===== config.mk =====
export PLATFORM = sky130hd
export DESIGN_NAME = alu_nibble_sequencer
export DESIGN_NICKNAME = d
export VERILOG_FILES = /design/src/rtl/alu_nibble_sequencer.sv
export SDC_FILE = /design/constraint.sdc
export NUM_CORES = 1
export LEC_CHECK = 0
export ABC_AREA = 0
export CAP_MARGIN = 40
export CELL_PAD_IN_SITES_DETAIL_PLACEMENT = 1
export CELL_PAD_IN_SITES_GLOBAL_PLACEMENT = 2
export CORE_MARGIN = 3
export CORE_UTILIZATION = 33
export CTS_BUF_LIST = sky130_fd_sc_hd__clkbuf_2
export DETAILED_ROUTE_END_ITERATION = 8
export PLACE_DENSITY_LB_ADDON = 0.1
export SETUP_SLACK_MARGIN = 0.5
export SLEW_MARGIN = 0
export SYNTH_ARGS = -nofsm -noshare
export SYNTH_HDL_FRONTEND = slang
export SYNTH_SLANG_ARGS = --single-unit

===== constraint.sdc =====
create_clock -name clk -period 2.3 [get_ports clk]
set_input_delay 0.46 -clock clk [delete_from_list [all_inputs] [get_ports clk]]
set_output_delay 0.46 -clock clk [all_outputs]
set_load 0.03 [all_outputs]

===== src/rtl/alu_nibble_sequencer.sv =====
// rtl/alu_nibble_sequencer.sv - drives a 4-bit ALU slice through WIDTH-bit ops one nibble per cycle
// Latches operands on start, chains slice carry LSB to MSB, assembles result and flags.
module alu_nibble_sequencer #(
   parameter int WIDTH = 16
) (
   input  logic             clk,
   input  logic             rst_n,
   input  logic             start,
   input  logic [2:0]       op,
   input  logic [WIDTH-1:0] a,
   input  logic [WIDTH-1:0] b,
   output logic             busy,
   output logic             done,
   output logic [WIDTH-1:0] result,
   output logic             cout,
   output logic             zero,
   output logic [3:0]       s_a,
   output logic [3:0]       s_b,
   output logic             s_cin,
   output logic             s_less,
   output logic [2:0]       s_op,
   input  logic [3:0]       s_result,
   input  logic             s_cout,
   input  logic             s_set
);

   localparam int NIB = WIDTH / 4;
   localparam int CW  = $clog2(NIB);

   typedef enum logic [1:0] {IDLE, RUN, DONE} state_t;

   state_t           state, state_nxt;
   logic [CW-1:0]    cnt;
   logic             carry;
   logic [WIDTH-1:0] a_reg, b_reg;
   logic [2:0]       op_reg;
   logic             last, accept, arith;
   logic [WIDTH-1:0] assembled, final_res;

   assign last   = (cnt == CW'(NIB - 1));
   assign accept = (state != RUN) && start;
   assign arith  = (op_reg == 3'b010) || (op_reg == 3'b110) || (op_reg == 3'b111);
   assign busy   = (state == RUN);
   assign done   = (state == DONE);

   // Slice sees quiet operands whenever no operation is in flight
   assign s_a    = busy ? a_reg[4*cnt +: 4] : 4'h0;
   assign s_b    = busy ? b_reg[4*cnt +: 4] : 4'h0;
   assign s_cin  = busy ? carry : 1'b0;
   assign s_less = 1'b0;
   assign s_op   = op_reg;

   always_comb begin
      assembled = result;
      assembled[4*cnt +: 4] = s_result;
      // SLT takes the sign of A-B from the MSB nibble instead of the difference
      final_res = (op_reg == 3'b111) ? {{(WIDTH-1){1'b0}}, s_set} : assembled;
   end

   always_ff @(posedge clk or negedge rst_n) begin
      if (!rst_n) state <= IDLE;
      else        state <= state_nxt;
   end

   always_comb begin
      state_nxt = state;
      case (state)
         IDLE:    if (start) state_nxt = RUN;
         RUN:     if (last)  state_nxt = DONE;
         DONE:    state_nxt = start ? RUN : IDLE;
         default: state_nxt = IDLE;
      endcase
   end

   always_ff @(posedge clk or negedge rst_n) begin
      if (!rst_n) begin
         cnt    <= '0;
         carry  <= 1'b0;
         a_reg  <= '0;
         b_reg  <= '0;
         op_reg <= 3'b000;
         result <= '0;
         cout   <= 1'b0;
         zero   <= 1'b0;
      end else if (accept) begin
         a_reg  <= a;
         b_reg  <= b;
         op_reg <= op;
         cnt    <= '0;
         carry  <= op[2];
         result <= '0;
      end else if (busy) begin
         carry <= s_cout;
         cnt   <= cnt + 1'b1;
         if (last) begin
            result <= final_res;
            cout   <= arith & s_cout;
            zero   <= (final_res == '0);
         end else begin
            result <= assembled;
         end
      end
   end

endmodule

==> flow_summary_export.csv, run 1 <==
group,metric,value,unit
global_route,grt_use_total,15.2,%
timing,relSlewSlack,63.3,%
critical_path,rr_worst_depth,8,
critical_path,cp_slowest_stage_delay,0.49,ns
min_path,hold_path_depth,2,
layout,regArea,1450,um^2
yosys,yosysWarningCount,0,
critical_path,path_cells,"buf_6, mux4_2, and2_4, buf_6",
min_path,whs_endpoint,"cout",
global_route,grt_max_degree,37,
floorplanning,pin_count,77,
placed_design,dp_hpwl,4.92,mm
pwr,leakage,1.78,nW
placed_design,port_buffers,75,
clock_tree,cts_tree,"done",
min_path,min_from,"cout",
layout,syn_to_final_growth,42.8,%
yosys,synth_cells,209,
clock_tree,numCtsBuffers,9,
layout,final_core_util,48.8,%
yosys,ys_seq_area_share,51.1,%
critical_path,worstPathRequired,1.84,ns
clock_tree,clk_path_buf_depth,2,
yosys,yosys_register_bits,58,
critical_path,crit_arrival,1.80,ns
critical_path,critical_path_buf_inv_count,2,
pwr,ir_drop,0.671,mV
timing,max_clock_freq,443,MHz
timing,setup_viol_count_final,0,
route,wl,7.18,mm
critical_path,rrSetupSlack,0.40,ns
clock_tree,clk_pin_slew_worst_paths,0.16,ns
critical_path,cp-start-kind,"flop",
yosys,synth-edff-count,0,
layout,fill_cells,859,
pwr,p_per_area,1440,nW/um^2
critical_path,timing.rr.start,"cnt[1]",
floorplanning,start_util,34.2,%
placed_design,gp_congestion,0.701,
outcome,status,"complete, no violations",
clock_tree,cts_root_buf,"clkbuf_2",
min_path,min_path_type,"flop to flop",
clock_tree,cts.sinks,58,
critical_path,path_class,"flop to output pin",
run,maxCapViolCount,0,
global_route,grt_pass1_vias,2278,
layout,multi_input_area,1380,um^2
clock_tree,insertion_delay,0.47,ns
timing,hold_ws,0.501,ns
yosys,syn_nets,259,
route,wl_per_cell,17.1,um
timing,worst_pin_slew,0.550,ns
critical_path,critPathTopFamily,"multiplexers",
yosys,avgSynthCellArea,13.6,um^2
layout,num_antenna_cells,0,
timing,finalCritPeriodShare,98.2,%
route,vias,2098,
route,antenna_left,0,
critical_path,crit_path_end_kind,"output pin",
yosys,ys_types,47,
route,first_pass_iters,5,
route,via_per_inst,5.01,
global_route,antenna_found_initial,0,
floorplanning,die-area,9750,um^2
yosys,synth_area,2840,um^2
clock_tree,htree_levels,3,
timing,hold_viol_final,0,
global_route,grt.overflow.total,0,
floorplanning,die_y,98.7,um
global_route,grt_first_pass_wirelength,11.6,mm
yosys,synth-main-ff-cell,"dfrtp_1",
layout,drive_gt1_share,43.0,%
layout,nets,360,
floorplanning,fp.dieW,98.7,um
critical_path,critPathMostFrequentCell,"buf_6",
critical_path,cp_max_fo,4,
timing,fin_crit,2.26,ns
critical_path,slowest_stage,"mux4_2",
critical_path,r2r-end,"result[0]",
floorplanning,core_area,8300,um^2
timing,rsz0062_at_grt,"yes",
yosys,async_reset_ff_share,100,%
route,drt-initial-drc-count,61,
floorplanning,row_count,33,
timing,slew_violations,0,
route,drc,0,
timing,finalClockSkew,0.0240,ns
-- cells by family (layout without fill, tap and decap cells) --
kind of cell               after synthesis  count (layout)  share of synthesized area, %
muxes                                   45              45                          21.6
DFF                                     58              58                          51.1
adders and majority gates                6               6                          2.65
buffers and inverters                   17             122                          4.45
other                                    1               1                         0.132
AOI/OAI and AO/OA                       39              39                          10.4
and+or+nand+nor                         43              43                          9.57
-- routing by layer --
layer | global-route usage (%) | routed length (um) | vias to the layer above
met4 | 5.99 | 100 | 0
li1 | - | - | 978
met1 | 19.4 | 3140 | 1061
met5 | 0 | 0 | -
met2 | 25.1 | 3640 | 50
met3 | 3.40 | 308 | 9
-- layout by cell type, fill, tap and decap left out, types with 2 or more instances in the layout --
| cell | synthesis | final |
|---|---|---|
| nand2_1 | 8 | 6 |
| dfrtp_1 | 58 | 57 |
| buf_6 | 5 | 17 |
| inv_1 | 7 | 5 |
| buf_12 | 1 | 3 |
| ha_1 | 6 | 2 |
| nand3_1 | 2 | 2 |
| a22o_1 | 12 | 12 |
| o21ai_1 | 4 | 4 |
| clkinv_1 | 0 | 3 |
| clkinvlp_4 | 0 | 2 |
| dlygate4sd2_1 | 0 | 4 |
| nor4_1 | 2 | 2 |
| mux2_2 | 34 | 34 |
| ha_4 | 0 | 4 |
| nor2b_1 | 3 | 3 |
| and2_4 | 0 | 9 |
| clkdlybuf4s15_2 | 0 | 3 |
| mux4_2 | 3 | 8 |
| o21ai_0 | 5 | 4 |
| nand4_1 | 2 | 2 |
| a32o_1 | 2 | 2 |
| mux2i_1 | 2 | 2 |
| clkdlybuf4s50_1 | 0 | 42 |
| o22ai_1 | 3 | 3 |
| clkdlybuf4s15_1 | 0 | 4 |
| a21oi_1 | 3 | 3 |
| nor3_1 | 3 | 3 |
| buf_4 | 1 | 13 |
| nand2_4 | 2 | 3 |
| clkbuf_2 | 0 | 20 |
| nand2b_4 | 0 | 2 |
-- layout make-up --
| type | count | area share (%) |
|---|---|---|
| clock inverter | 5 | 1.14 |
| timing repair inverter | 1 | 0.0926 |
| multi-input combinational | 134 | 34.1 |
| clock buffer | 10 | 1.24 |
| tap | 105 | 3.24 |
| sequential | 58 | 35.9 |
| timing repair buffer | 98 | 23.3 |
| inverter | 8 | 1.05 |
-- cell usage after synthesis (all sizes together) (3+ instances only) --
| master | count | area, um^2 |
|---|---|---|
| and2 | 9 | 56.3 |
| mux2 | 35 | 394 |
| nor3 | 3 | 15.0 |
| o21ai | 9 | 45.0 |
| a22o | 12 | 105 |
| nand2 | 10 | 52.6 |
| nor2 | 3 | 11.3 |
| a21oi | 3 | 15.0 |
| ha | 6 | 75.1 |
| mux4 | 8 | 199 |
| nor2b | 3 | 18.8 |
| nor4 | 3 | 33.8 |
| dfrtp | 58 | 1450 |
| inv | 8 | 35.0 |
| buf | 7 | 83.8 |
| o22ai | 3 | 18.8 |
-- worst reg2reg max path, cell delays in order (launching register included) --
cell and delay [ns]:
dfrtp_1 0.37, buf_6 0.16, buf_6 0.13, clkinvlp_4 0.13, ha_4 0.35, and4bb_2 0.27, a21o_1 0.18, mux2i_1 0.13
o21ai_1 0.07
-- where the power goes --
| part | switching [W] | internal, W | leakage [nW] |
|---|---|---|---|
| Combinational | 0.00168 | 0.00183 | 0.992 |
| Clock | 0.000384 | 0.000238 | 0.0643 |
| Sequential | 0.000271 | 0.00145 | 0.719 |
-- worst max path at each step --
stage,startpoint,endpoint,slack [ns],cells after the start
after global routing,cnt[0],s_a[2],-0.07,4
after CTS,cnt[0],s_a[2],-0.02,4
after global placement,cnt[0],s_a[1],-0.01,4
after floorplan,cnt[0],zero,0.50,8
final,cnt[0],s_a[2],0.04,4
after detailed placement,cnt[0],s_a[2],-0.05,4
-- what timing repair did --
item                                    4_1_cts  5_1_grt
hold buffers                                  1        0
endpoints found under the hold margin        22        0
pin swaps                                    11       13
gates resized for setup                     135       37
gates cloned                                  1        0
setup buffers                                 4       11
endpoints found under the setup margin       42       41
-- stage by stage --
stage / setup TNS, ns / instance area, um^2 / total power, W / std cells / worst slack (ns)
final: 0 / 4050 / 0.00585 / 419 / 0.0420
after global routing: -0.470 / 4050 / 0.00625 / 419 / -0.0727
after CTS: -0.0853 / 3910 / 0.00561 / 408 / -0.0248
after detailed placement: -0.122 / 3720 / 0.00469 / 387 / -0.0480
after global placement: -0.0255 / 3720 / 0.00465 / 387 / -0.0113
after floorplan: 0 / 2860 / 0.00375 / 209 / 0.500
No activity file was read; power rests on OpenSTA's default activity.
==> inputs of run 2 (changes only) <==
- REMOVE_ABC_BUFFERS: default -> 1
==> run 2 against run 1 <==
Net effect:
- combinational power increased by 2%
- clock skew down 0.0060 ns
- first-iteration DRC count decreased by 57%
- routed wire length increased by 1.2%
- largest cell class unchanged
==> flow_summary_export.csv, run 2 (synthesis results as in run 1) <==
group,metric,value,unit
timing,setup_ws,0.0162,ns
timing,fin_tns_setup,0,ns
min_path,min_path_type,"input port to async pin",
route,wl,7.27,mm
timing,rsz0062_at_grt,"yes",
layout,syn_to_final_growth,46.3,%
clock_tree,clk_pin_slew_worst_paths,0.17,ns
outcome,status,"complete, no violations",
pwr,ir_drop,0.671,mV
floorplanning,fp.dieW,98.7,um
pwr,finalPower,0.00605,W
floorplanning,start_util,34.2,%
layout,drive_gt1_share,44.1,%
global_route,use_met2,25.9,%
layout,nets,367,
layout,most-common-layout-cells,"dfrtp_1 (56), clkdlybuf4s50_1 (42), mux2_2 (34)",
timing,finalClockSkew,0.0180,ns
critical_path,cp-start-kind,"flop",
layout,finalInstanceArea,4150,um^2
critical_path,crit_path_end_kind,"output pin",
route,drc,0,
route,via_per_inst,5.00,
global_route,grtUsageMet1,19.2,%
timing,setup_viol_count_final,0,
route,antenna_left,0,
route,first_pass_iters,4,
floorplanning,pin_count,77,
placed_design,placed_area,3690,um^2
clock_tree,cts.sinks,58,
route,drt-initial-drc-count,26,
clock_tree,insertion_delay,0.46,ns
critical_path,cp_max_fo,3,
route,vias,2136,
placed_design,pre_cts_slack,0.0137,ns
global_route,grt_max_degree,36,
floorplanning,die-area,9750,um^2
layout,num_antenna_cells,0,
route,wl_per_cell,17.0,um
floorplanning,die_y,98.7,um
global_route,grt-busiest-layer,"met2",
placed_design,gp_congestion,0.730,
placed_design,dp_hpwl,5.13,mm
critical_path,path_class,"flop to output pin",
timing,finalCritPeriodShare,99.3,%
clock_tree,numCtsBuffers,9,
timing,hold_viol_final,0,
clock_tree,cts_root_buf,"clkbuf_2",
critical_path,crit_arrival,1.82,ns
floorplanning,core_area,8300,um^2
clock_tree,clk_path_buf_depth,2,
run,maxCapViolCount,0,
timing,max_clock_freq,438,MHz
timing,fin_crit,2.28,ns
placed_design,port_buffers,75,
global_route,grt_first_pass_wirelength,11.9,mm
global_route,grt_pass1_vias,2306,
pwr,p_per_area,1460,nW/um^2
layout,final_common_cell,"dfrtp_1",
critical_path,worstPathRequired,1.84,ns
global_route,grt.met3_usage,4.46,%
pwr,leakage,1.81,nW
clock_tree,htree_levels,3,
floorplanning,row_count,33,
global_route,antenna_found_initial,0,
timing,slew_violations,0,
clock_tree,cts_tree,"done",
global_route,grt_use_total,15.5,%
global_route,grt.overflow.total,0,
run 2: cell types whose count changed in the layout (fill, tap and decap cells not counted), moves of 2 or more:
cell / change
o21ai_2: +2
inv_8: +2
buf_4: +7
clkdlybuf4s15_1: +7
buf_6: +2
clkbuf_2: -7
o21ai_1: -2
ha_2: +2
buf_12: -2
run 2: critical path, stage by stage, from the launching register on:
cell and delay, ns:
dfrtp_1 0.46, buf_6 0.15, mux4_2 0.48, and2_4 0.15, buf_6 0.13
run 2: area by class of cell:
type | count | area [um^2]
fillers | 877 | 4150
flip-flops and latches | 58 | 1450
multi-input cells | 134 | 1360
repair buffers | 106 | 1020
well taps | 105 | 131
clock inverters | 7 | 83.8
inverters | 8 | 48.8
clock buffers | 9 | 45.0
run 2: metrics by stage:
| stage | util (%) | hold WS (ns) | instances |
|---|---|---|---|
| detailed placement | 44.5 | 0.415 | 389 |
| finish | 50.0 | 0.428 | 427 |
| CTS | 49.2 | 0.387 | 420 |
| global route | 50.0 | 0.409 | 427 |
| floorplan | - | 0.164 | 200 |
| global placement | 44.5 | 0.418 | 389 |
run 2: power breakdown:
part           leakage (nW)  internal [W]  switching [W]
sequential            0.719       0.00145       0.000287
clock                0.0744      0.000348       0.000380
combinational          1.02       0.00190        0.00169
run 2: what timing repair did:
action	4_1_cts	5_1_grt
pin swaps	20	12
hold buffers	1	0
endpoints found under the hold margin	16	0
gates resized for setup	155	24
endpoints found under the setup margin	49	45
setup buffers	14	7
run 2: final timing paths:
check / start / to / slack (ns) / depth (start not counted)
min in group clk: cout / cout / 0.50 / 2
min reg2reg: cout / cout / 0.50 / 2
min: rst_n / cout / 0.43 / 2
max: cnt[0] / s_b[0] / 0.02 / 4
max reg2reg: cnt[0] / result[0] / 0.32 / 10
max in group asynchronous: rst_n / a_reg[8] / 1.23 / 3
run 2: layer usage:
metal | vias to the layer above | wire length (um)
li1 | 989 | -
met4 | 0 | 81
met3 | 6 | 373
met1 | 1092 | 3190
met5 | - | 0
met2 | 49 | 3630
==> inputs of run 3 (changes only) <==
- CTS_CLUSTER_SIZE: default -> 40
==> results of run 3 <==
Final layout, timing and power as in run 2 (identical DEF).
